File: config.mk
export PLATFORM = sky130hd
export DESIGN_NAME = lsu_ctrl
export DESIGN_NICKNAME = d
export VERILOG_FILES = /design/src/rtl/lsu_ctrl.sv
export SDC_FILE = /design/constraint.sdc
export NUM_CORES = 1
export LEC_CHECK = 0
export CAP_MARGIN = 5
export CORE_MARGIN = 4
export CORE_UTILIZATION = 40
export DETAILED_ROUTE_END_ITERATION = 16
export GPL_ROUTABILITY_DRIVEN = 0
export GPL_TIMING_DRIVEN = 0
export PLACE_DENSITY = 0.76
export SYNTH_ARGS = -nofsm -noshare
export SYNTH_HDL_FRONTEND = slang
export SYNTH_SLANG_ARGS = --single-unit
File: constraint.sdc
create_clock -name clk -period 5.7 [get_ports clk]
set_input_delay 0.855 -clock clk [delete_from_list [all_inputs] [get_ports clk]]
set_output_delay 0.855 -clock clk [all_outputs]
set_load 0.02 [all_outputs]
File: src/rtl/lsu_ctrl.sv
// Load/store unit: one RISC-V load/store at a time over a word-addressed memory port.
// Handles lane selection, sign/zero extension, and splits word-crossing accesses in two.
module lsu_ctrl #(
    parameter bit ALLOW_MISALIGNED = 1'b1
) (
    input  logic        clk,
    input  logic        reset,
    input  logic        req_valid,
    output logic        req_ready,
    input  logic        req_store,
    input  logic [2:0]  req_funct3,
    input  logic [31:0] req_addr,
    input  logic [31:0] req_wdata,
    output logic        resp_valid,
    output logic [31:0] resp_rdata,
    output logic        resp_err,
    output logic [31:0] daddr,
    output logic [31:0] dwdata,
    output logic [3:0]  dwe,
    input  logic [31:0] drdata
);
    typedef enum logic [1:0] {IDLE, ACC0, ACC1, DONE} state_t;

    state_t      state_q, state_d;
    logic        store_q, store_d;
    logic [2:0]  funct3_q, funct3_d;
    logic [31:0] addr_q, addr_d;
    logic [31:0] wdata_q, wdata_d;
    logic [31:0] lo_q, lo_d;
    logic [31:0] hi_q, hi_d;
    logic        err_q, err_d;

    logic        req_f3_bad, req_mis, req_bad;
    logic [1:0]  off;
    logic [3:0]  nmask;
    logic [7:0]  mask8;
    logic [63:0] wide;
    logic [31:0] word_base;
    logic [31:0] wr_raw;
    logic [31:0] load_shift;
    logic [31:0] load_ext;

    // Legality is judged on the live request so an illegal one skips memory entirely.
    always_comb begin
        if (req_store)
            req_f3_bad = req_funct3[2] | (req_funct3[1:0] == 2'b11);
        else
            req_f3_bad = (req_funct3[1:0] == 2'b11) | (req_funct3[2] & req_funct3[1]);
        req_mis = ((req_funct3[1:0] == 2'b01) & req_addr[0])
                | ((req_funct3[1:0] == 2'b10) & (req_addr[1:0] != 2'b00));
        req_bad = req_f3_bad | (!ALLOW_MISALIGNED & req_mis);
    end

    assign off       = addr_q[1:0];
    assign nmask     = (funct3_q[1:0] == 2'b00) ? 4'b0001 :
                       (funct3_q[1:0] == 2'b01) ? 4'b0011 : 4'b1111;
    assign mask8     = {4'b0000, nmask} << off;
    assign wide      = {32'b0, wdata_q} << {off, 3'b000};
    assign word_base = {addr_q[31:2], 2'b00};

    // Memory port is decoded purely from the state register, so reset kills writes at once.
    always_comb begin
        daddr  = 32'h0;
        dwe    = 4'b0000;
        wr_raw = 32'h0;
        case (state_q)
            ACC0: begin
                daddr  = word_base;
                dwe    = store_q ? mask8[3:0] : 4'b0000;
                wr_raw = wide[31:0];
            end
            ACC1: begin
                daddr  = word_base + 32'd4;
                dwe    = store_q ? mask8[7:4] : 4'b0000;
                wr_raw = wide[63:32];
            end
            default: ;
        endcase
    end

    genvar gi;
    generate
        for (gi = 0; gi < 4; gi++) begin : g_lane
            assign dwdata[8*gi +: 8] = dwe[gi] ? wr_raw[8*gi +: 8] : 8'h00;
        end
    endgenerate

    assign load_shift = 32'({hi_q, lo_q} >> {off, 3'b000});

    always_comb begin
        case (funct3_q)
            3'b000:  load_ext = {{24{load_shift[7]}}, load_shift[7:0]};
            3'b001:  load_ext = {{16{load_shift[15]}}, load_shift[15:0]};
            3'b100:  load_ext = {24'h0, load_shift[7:0]};
            3'b101:  load_ext = {16'h0, load_shift[15:0]};
            default: load_ext = load_shift;
        endcase
    end

    assign req_ready  = (state_q == IDLE);
    assign resp_valid = (state_q == DONE);
    assign resp_err   = (state_q == DONE) & err_q;
    assign resp_rdata = ((state_q == DONE) & !store_q & !err_q) ? load_ext : 32'h0;

    always_comb begin
        state_d  = state_q;
        store_d  = store_q;
        funct3_d = funct3_q;
        addr_d   = addr_q;
        wdata_d  = wdata_q;
        lo_d     = lo_q;
        hi_d     = hi_q;
        err_d    = err_q;
        case (state_q)
            IDLE: if (req_valid) begin
                store_d  = req_store;
                funct3_d = req_funct3;
                addr_d   = req_addr;
                wdata_d  = req_wdata;
                lo_d     = 32'h0;
                hi_d     = 32'h0;
                err_d    = req_bad;
                state_d  = req_bad ? DONE : ACC0;
            end
            ACC0: begin
                if (!store_q) lo_d = drdata;
                state_d = (mask8[7:4] != 4'b0000) ? ACC1 : DONE;
            end
            ACC1: begin
                if (!store_q) hi_d = drdata;
                state_d = DONE;
            end
            default: state_d = IDLE;
        endcase
    end

    always_ff @(posedge clk or posedge reset) begin
        if (reset) begin
            state_q  <= IDLE;
            store_q  <= 1'b0;
            funct3_q <= 3'b000;
            addr_q   <= 32'h0;
            wdata_q  <= 32'h0;
            lo_q     <= 32'h0;
            hi_q     <= 32'h0;
            err_q    <= 1'b0;
        end else begin
            state_q  <= state_d;
            store_q  <= store_d;
            funct3_q <= funct3_d;
            addr_q   <= addr_d;
            wdata_q  <= wdata_d;
            lo_q     <= lo_d;
            hi_q     <= hi_d;
            err_q    <= err_d;
        end
    end
endmodule

# After elaboration in Yosys (flattened, before gate mapping)
# Cells that the tools add are included.
# word_totals
ff_bits	135
input_bits	103
wordCells	62
# classes
n_addsub	1
n_eq_ne	11
shift	3
n_mux	22
n_bitwise	6
n_reduce_logical	11
# ops
op	count
$pmux W32 S2	4
$pmux W32 S4	1
$mux W32	3
$shl A32 B5 Y64	1
$shr A64 B5 Y32	1
$add A32 B3 Y32 const B	1
$mux W8	4
$mux W4	4
$pmux W4 S2	1
$shl A4 B2 Y8	1
$eq A2 B2 Y1 const B	3
$eq A3 B3 Y1 const B	2
$ne A2 B2 Y1 const B	3
$pmux W2 S3	1
$reduce_and A3 Y1	2
$and A1 B1 Y1	4
$eq A2 B1 Y1 const B	2
$logic_not A2 Y1	2
$mux W2	2
$reduce_bool A2 Y1	2
$reduce_bool A4 Y1	1
$eq A3 B1 Y1 const B	1
$logic_not A3 Y1	1
$logic_not A1 Y1	2
other kinds (3)	5

# Depth between registers and ports, before layout
# depth
word_depth	7
mapped_depth	9

# Least setup slack after synthesis
# OpenSTA, ideal clock, no wires.
# synth_timing
path_type	flip-flop to output port
from	register addr_q[2]
to	output daddr[24]
t_arrival_ns	2.140
t_required_ns	4.845
slack_ns	2.705
path_stages_with_launch	6
n_path_buf	1
path_cell_list	dfrtp_1 > ha_1 > nand4_1 > or4_4 > buf_6 > o41ai_1
# synth_via
elab_chain_len	2
# synth_rtl
item	line	rtl
start, declared	27	logic [31:0] addr_q, addr_d;
start signal, assigned	151	addr_q <= addr_d;
$add A32 B3 Y32	73	daddr = word_base + 32'd4;
$pmux W32 S2	66	case (state_q)
end, declared	17	output logic [31:0] daddr,
# No other way between the ends.

# Worst setup path in the final report
# layout_timing
from	register state_q[1]
to	output dwdata[5]
# layout_via
elab_chain_len	3
elab_cells_between_ends	5
classes_between	eq/ne (2); mux (3)
# layout_rtl
item	line	rtl
start, declared	24	state_t state_q, state_d;
start signal, assigned	148	state_q <= state_d;
$eq A2 B2 Y1 / $eq A2 B1 Y1 (equally long branches)	66	
$pmux W32 S2 / $pmux W4 S2 (equally long branches)	66	
$mux W8 (*)	84	assign dwdata[8*gi +: 8] = dwe[gi] ? wr_raw[8*gi +: 8] : 8'h00;
end, declared	18	output logic [31:0] dwdata,
# Every way passes the cells marked *; elsewhere a longest branch is shown, timed or not.

==> run_summary.xml <==
<?xml version="1.0" encoding="UTF-8"?>
<metrics>
  <group name="grt">
    <metric name="grt_start_max_net_pins" unit="">80</metric>
    <metric name="antenna_violations_before_repair" unit="">0</metric>
    <metric name="grt_pass1_vias" unit="">7705</metric>
    <metric name="grt_use_total" unit="">0.242</metric>
    <metric name="grt_first_pass_wirelength" unit="mm">42.5</metric>
    <metric name="grt_overflow" unit="">0</metric>
  </group>
  <group name="die">
    <metric name="floorplan.die.height" unit="um">151</metric>
    <metric name="coreArea" unit="um2">19800</metric>
    <metric name="io-pin-count" unit="">206</metric>
    <metric name="floorplan.rows" unit="">51</metric>
    <metric name="design.die.area" unit="um2">22700</metric>
    <metric name="fp.dieW" unit="um">151</metric>
    <metric name="initial_core_util" unit="">0.412</metric>
  </group>
  <group name="critical_path">
    <metric name="timing.rr.start" unit="">state_q[1]</metric>
    <metric name="reg2reg_depth" unit="">7</metric>
    <metric name="worst-setup-path-type" unit="">flop to output port</metric>
    <metric name="startpoint_type_of_the_worst_setup_path" unit="">flop</metric>
    <metric name="path_max_fanout" unit="">10</metric>
    <metric name="rrSetupSlack" unit="ns">3.18</metric>
    <metric name="crit_required" unit="ns">4.85</metric>
    <metric name="critical_path.cell_chain" unit="">inv_1 -&gt; ha_1 -&gt; clkbuf_1 -&gt; inv_2 -&gt; nor3_2 -&gt; o21bai_1 -&gt; nor2_1 -&gt; clkdlybuf4s50_1</metric>
    <metric name="timing.rr.end" unit="">lo_q[30]</metric>
    <metric name="timing.critical_path.slowest_cell_delay" unit="ns">0.65</metric>
    <metric name="slowest_stage" unit="">sky130_fd_sc_hd__nor3_2</metric>
    <metric name="cp-end-kind" unit="">output port</metric>
    <metric name="worst-endpoint-arrival" unit="ns">3.67</metric>
  </group>
  <group name="hold_path">
    <metric name="hold_path.startpoint" unit="">hi_q[19]</metric>
    <metric name="depth_of_the_worst_hold_timing_path" unit="">2</metric>
    <metric name="min_path_type" unit="">flop to flop</metric>
    <metric name="timing.hold.worst_endpoint" unit="">hi_q[19]</metric>
  </group>
  <group name="status">
    <metric name="outcome" unit="">finished, final reports clean</metric>
  </group>
  <group name="yosys">
    <metric name="yosysSeqAreaShare" unit="">0.390</metric>
    <metric name="syn_inst" unit="">861</metric>
    <metric name="simple_gate_area_share_of_the_yosys_netlist" unit="">0.200</metric>
    <metric name="synthesis.area" unit="um2">8150</metric>
    <metric name="synth_edf_count" unit="">0</metric>
    <metric name="ys_seq_elements" unit="">127</metric>
    <metric name="synthXorXnorAreaFrac" unit="">0.00322</metric>
    <metric name="postSynthAreaPerCell" unit="um2">9.47</metric>
    <metric name="ys.flop_type" unit="">sky130_fd_sc_hd__dfrtp_1</metric>
    <metric name="synth-adder-area-share" unit="">0.00767</metric>
    <metric name="async_flop_share" unit="">1.00</metric>
    <metric name="area_fraction_in_compound_gates_after_synthesis" unit="">0.124</metric>
    <metric name="synth_top_family_by_area" unit="">multiplexers</metric>
    <metric name="netlist-cell-type-count" unit="">67</metric>
    <metric name="fraction_of_synthesized_area_in_multiplexers" unit="">0.220</metric>
    <metric name="ys.warnings.count" unit="">0</metric>
  </group>
  <group name="pwr">
    <metric name="power.leakage" unit="nW">4.64</metric>
    <metric name="design_power_total" unit="W">0.00631</metric>
    <metric name="power_per_cell_area" unit="nW/um2">567</metric>
    <metric name="irDropWorstVdd" unit="mV">0.268</metric>
  </group>
  <group name="drt">
    <metric name="route.met3.wl" unit="mm">2.24</metric>
    <metric name="via_total_after_detailed_routing" unit="">7997</metric>
    <metric name="routedLengthMet1" unit="mm">11.2</metric>
    <metric name="routed_wl" unit="mm">27.7</metric>
    <metric name="avgViaCountPerCell" unit="">5.87</metric>
    <metric name="initial_drc_count" unit="">736</metric>
    <metric name="top_layer" unit="">met4</metric>
    <metric name="drc_errors" unit="">0</metric>
    <metric name="routed-wl-met2" unit="mm">13.3</metric>
    <metric name="avgRoutedWirePerCell" unit="um">20.3</metric>
    <metric name="first_pass_iters" unit="">5</metric>
    <metric name="postRouteAntennaNets" unit="">0</metric>
  </group>
  <group name="clock_network">
    <metric name="clkSinkCount" unit="">127</metric>
    <metric name="postCtsResizedCells" unit="">0</metric>
    <metric name="htree_num_levels" unit="">4</metric>
    <metric name="ctsRootBufferMaster" unit="">sky130_fd_sc_hd__clkbuf_16</metric>
    <metric name="tritoncts_clock_tree" unit="">done</metric>
    <metric name="cts-root-to-sink-buffers" unit="">2</metric>
    <metric name="post-cts-setup-buffers" unit="">0</metric>
    <metric name="ctsHoldBuffers" unit="">0</metric>
    <metric name="cts.clk_slew.worst_paths" unit="ns">0.06</metric>
    <metric name="worst_skew_pair.late_latency" unit="ns">0.43</metric>
    <metric name="tritoncts.num_buffers" unit="">17</metric>
  </group>
  <group name="sta">
    <metric name="finalHoldViolCount" unit="">0</metric>
    <metric name="timing_worst_slew_pin_value" unit="ns">0.913</metric>
    <metric name="final_max_slew_viol_count" unit="">0</metric>
    <metric name="max_clock_freq" unit="MHz">221</metric>
    <metric name="grt_setup_unrepaired" unit="">false</metric>
    <metric name="final-setup-viol-count" unit="">0</metric>
    <metric name="finalWorstPathRequiredPeriod" unit="ns">4.53</metric>
    <metric name="period_share" unit="">0.794</metric>
    <metric name="timing.hold.ws" unit="ns">0.475</metric>
    <metric name="max_slew_margin" unit="">0.390</metric>
    <metric name="worst_clock_skew" unit="ns">0.00692</metric>
    <metric name="final_critical_path_setup_slack" unit="ns">1.17</metric>
  </group>
  <group name="layout">
    <metric name="layout.nets" unit="">1193</metric>
    <metric name="syn2layout_area_growth" unit="%">36.6</metric>
    <metric name="antennaDiodeCount" unit="">0</metric>
    <metric name="drive_above_1_share" unit="">0.167</metric>
    <metric name="finalInstanceArea" unit="um2">11100</metric>
  </group>
  <group name="job">
    <metric name="max_cap_viol_count" unit="">0</metric>
  </group>
  <group name="place">
    <metric name="detailedPlace.worstSlack" unit="ns">1.64</metric>
    <metric name="number_of_buffer_cells_added_on_primary_ports" unit="">203</metric>
    <metric name="placed_cell_area" unit="um2">10600</metric>
    <metric name="detailedPlacementHpwl" unit="mm">20.4</metric>
  </group>
</metrics>
where the power goes:
part,switching (W),internal (W)
clock network,0.000437,0.000655
logic,0.00191,0.00150
registers,0.000487,0.00132
critical path: cells and delay by family, from the launching register on:
kind                       cells  cell delay, ns
AOI/OAI and AO/OA              1            0.49
adders and majority gates      1            0.14
and+or+nand+nor                2            0.91
buffers and inverters          4            1.30
DFF                            1            0.40
flip-flops by register name, summed over array words and instances (netlist names):
signal    cells
addr_q       32
err_q         1
funct3_q      3
hi_q         24
lo_q         32
state_q       2
store_q       1
wdata_q      32
kinds of logic (layout without fill, tap and decap cells):
kind of cell    Yosys count  after routing
mux                     130            130
xor+xnor                  3              3
compound gates          147            147
buf+inv                 100            336
fa+ha+maj                 5              5
flops                   127            127
simple gates            348            348
other cells               1              2
cells in the mapped netlist (3+ instances only):
| master | count | area, um2 |
|---|---|---|
| sky130_fd_sc_hd__or4_1 | 3 | 22.5 |
| sky130_fd_sc_hd__clkbuf_1 | 37 | 139 |
| sky130_fd_sc_hd__a21o_1 | 4 | 30.0 |
| sky130_fd_sc_hd__nor3_1 | 13 | 65.1 |
| sky130_fd_sc_hd__dfrtp_1 | 127 | 3180 |
| sky130_fd_sc_hd__mux2i_1 | 18 | 180 |
| sky130_fd_sc_hd__ha_1 | 5 | 62.6 |
| sky130_fd_sc_hd__o41ai_1 | 3 | 26.3 |
| sky130_fd_sc_hd__clkbuf_8 | 3 | 41.3 |
| sky130_fd_sc_hd__o211ai_1 | 6 | 45.0 |
| sky130_fd_sc_hd__inv_1 | 26 | 97.6 |
| sky130_fd_sc_hd__or2_2 | 3 | 18.8 |
| sky130_fd_sc_hd__and3_1 | 10 | 62.6 |
| sky130_fd_sc_hd__nand4_1 | 10 | 62.6 |
| sky130_fd_sc_hd__mux2_2 | 80 | 901 |
| sky130_fd_sc_hd__buf_1 | 14 | 52.6 |
| sky130_fd_sc_hd__buf_2 | 14 | 70.1 |
| sky130_fd_sc_hd__a211oi_1 | 7 | 52.6 |
| sky130_fd_sc_hd__and4_1 | 5 | 43.8 |
| sky130_fd_sc_hd__a22oi_1 | 21 | 158 |
| sky130_fd_sc_hd__nand2_1 | 155 | 582 |
| sky130_fd_sc_hd__buf_4 | 3 | 22.5 |
| sky130_fd_sc_hd__nand3_1 | 74 | 370 |
| sky130_fd_sc_hd__o311ai_1 | 5 | 43.8 |
| sky130_fd_sc_hd__o2bb2ai_1 | 14 | 123 |
| sky130_fd_sc_hd__nor4_1 | 3 | 18.8 |
| sky130_fd_sc_hd__and2_1 | 5 | 31.3 |
| sky130_fd_sc_hd__nor2b_1 | 3 | 18.8 |
| sky130_fd_sc_hd__nor2_1 | 48 | 180 |
| sky130_fd_sc_hd__a21oi_1 | 23 | 115 |
| sky130_fd_sc_hd__mux4_2 | 31 | 698 |
| sky130_fd_sc_hd__o21ai_0 | 30 | 150 |
| sky130_fd_sc_hd__a31oi_1 | 9 | 56.3 |
| sky130_fd_sc_hd__a31o_2 | 4 | 35.0 |
placed cells by master, fill, tap and decap left out, types with 13 or more instances in the layout:
master                            netlist  final
sky130_fd_sc_hd__dfrtp_1              127    127
sky130_fd_sc_hd__mux4_2                31     31
sky130_fd_sc_hd__nor2_1                48     48
sky130_fd_sc_hd__a21oi_1               23     23
sky130_fd_sc_hd__buf_1                 14     14
sky130_fd_sc_hd__nand3_1               74     74
sky130_fd_sc_hd__o21ai_0               30     30
sky130_fd_sc_hd__nand2_1              155    155
sky130_fd_sc_hd__inv_1                 26     25
sky130_fd_sc_hd__clkbuf_16              0     17
sky130_fd_sc_hd__mux2i_1               18     18
sky130_fd_sc_hd__clkdlybuf4s50_1        0    203
sky130_fd_sc_hd__mux2_2                80     80
sky130_fd_sc_hd__o2bb2ai_1             14     14
sky130_fd_sc_hd__clkbuf_1              37     38
sky130_fd_sc_hd__nor3_1                13     13
sky130_fd_sc_hd__a22oi_1               21     21
sky130_fd_sc_hd__buf_2                 14     14
cell type report:
type                       instances  area (um2)
sequential                       127        3180
fill                            1721        8640
inverter                          27         106
clock buffer                      19         443
clock inverter                    13         140
tap                              265         332
timing repair buffer             204        2060
multi-input combinational        635        4530
buffer                            73         348
metrics by stage:
stage,setup TNS [ns],std cells,utilization
detailed placement,0,1331,0.534
finish,0,1363,0.563
floorplan,0,862,-
CTS,0,1363,0.563
global route,0,1363,0.563
global placement,-68.85,1330,0.532
per-layer routing:
layer / vias to the layer above / GRT usage
li1: 3598 / -
met1: 3883 / 0.316
met2: 447 / 0.391
met3: 69 / 0.0485
met4: 0 / 0.103
met5: - / 0
worst max path at each step:
stage                          start         end  slack (ns)
after global routing      state_q[1]   dwdata[4]        0.93
after CTS                 state_q[1]   dwdata[4]        1.17
after floorplan                reset   addr_q[0]        1.46
after detailed placement  state_q[1]   dwdata[4]        1.64
final                     state_q[1]   dwdata[5]        1.17
after global placement         reset  wdata_q[3]       -0.55
No activity file was read; power rests on OpenSTA's default activity.
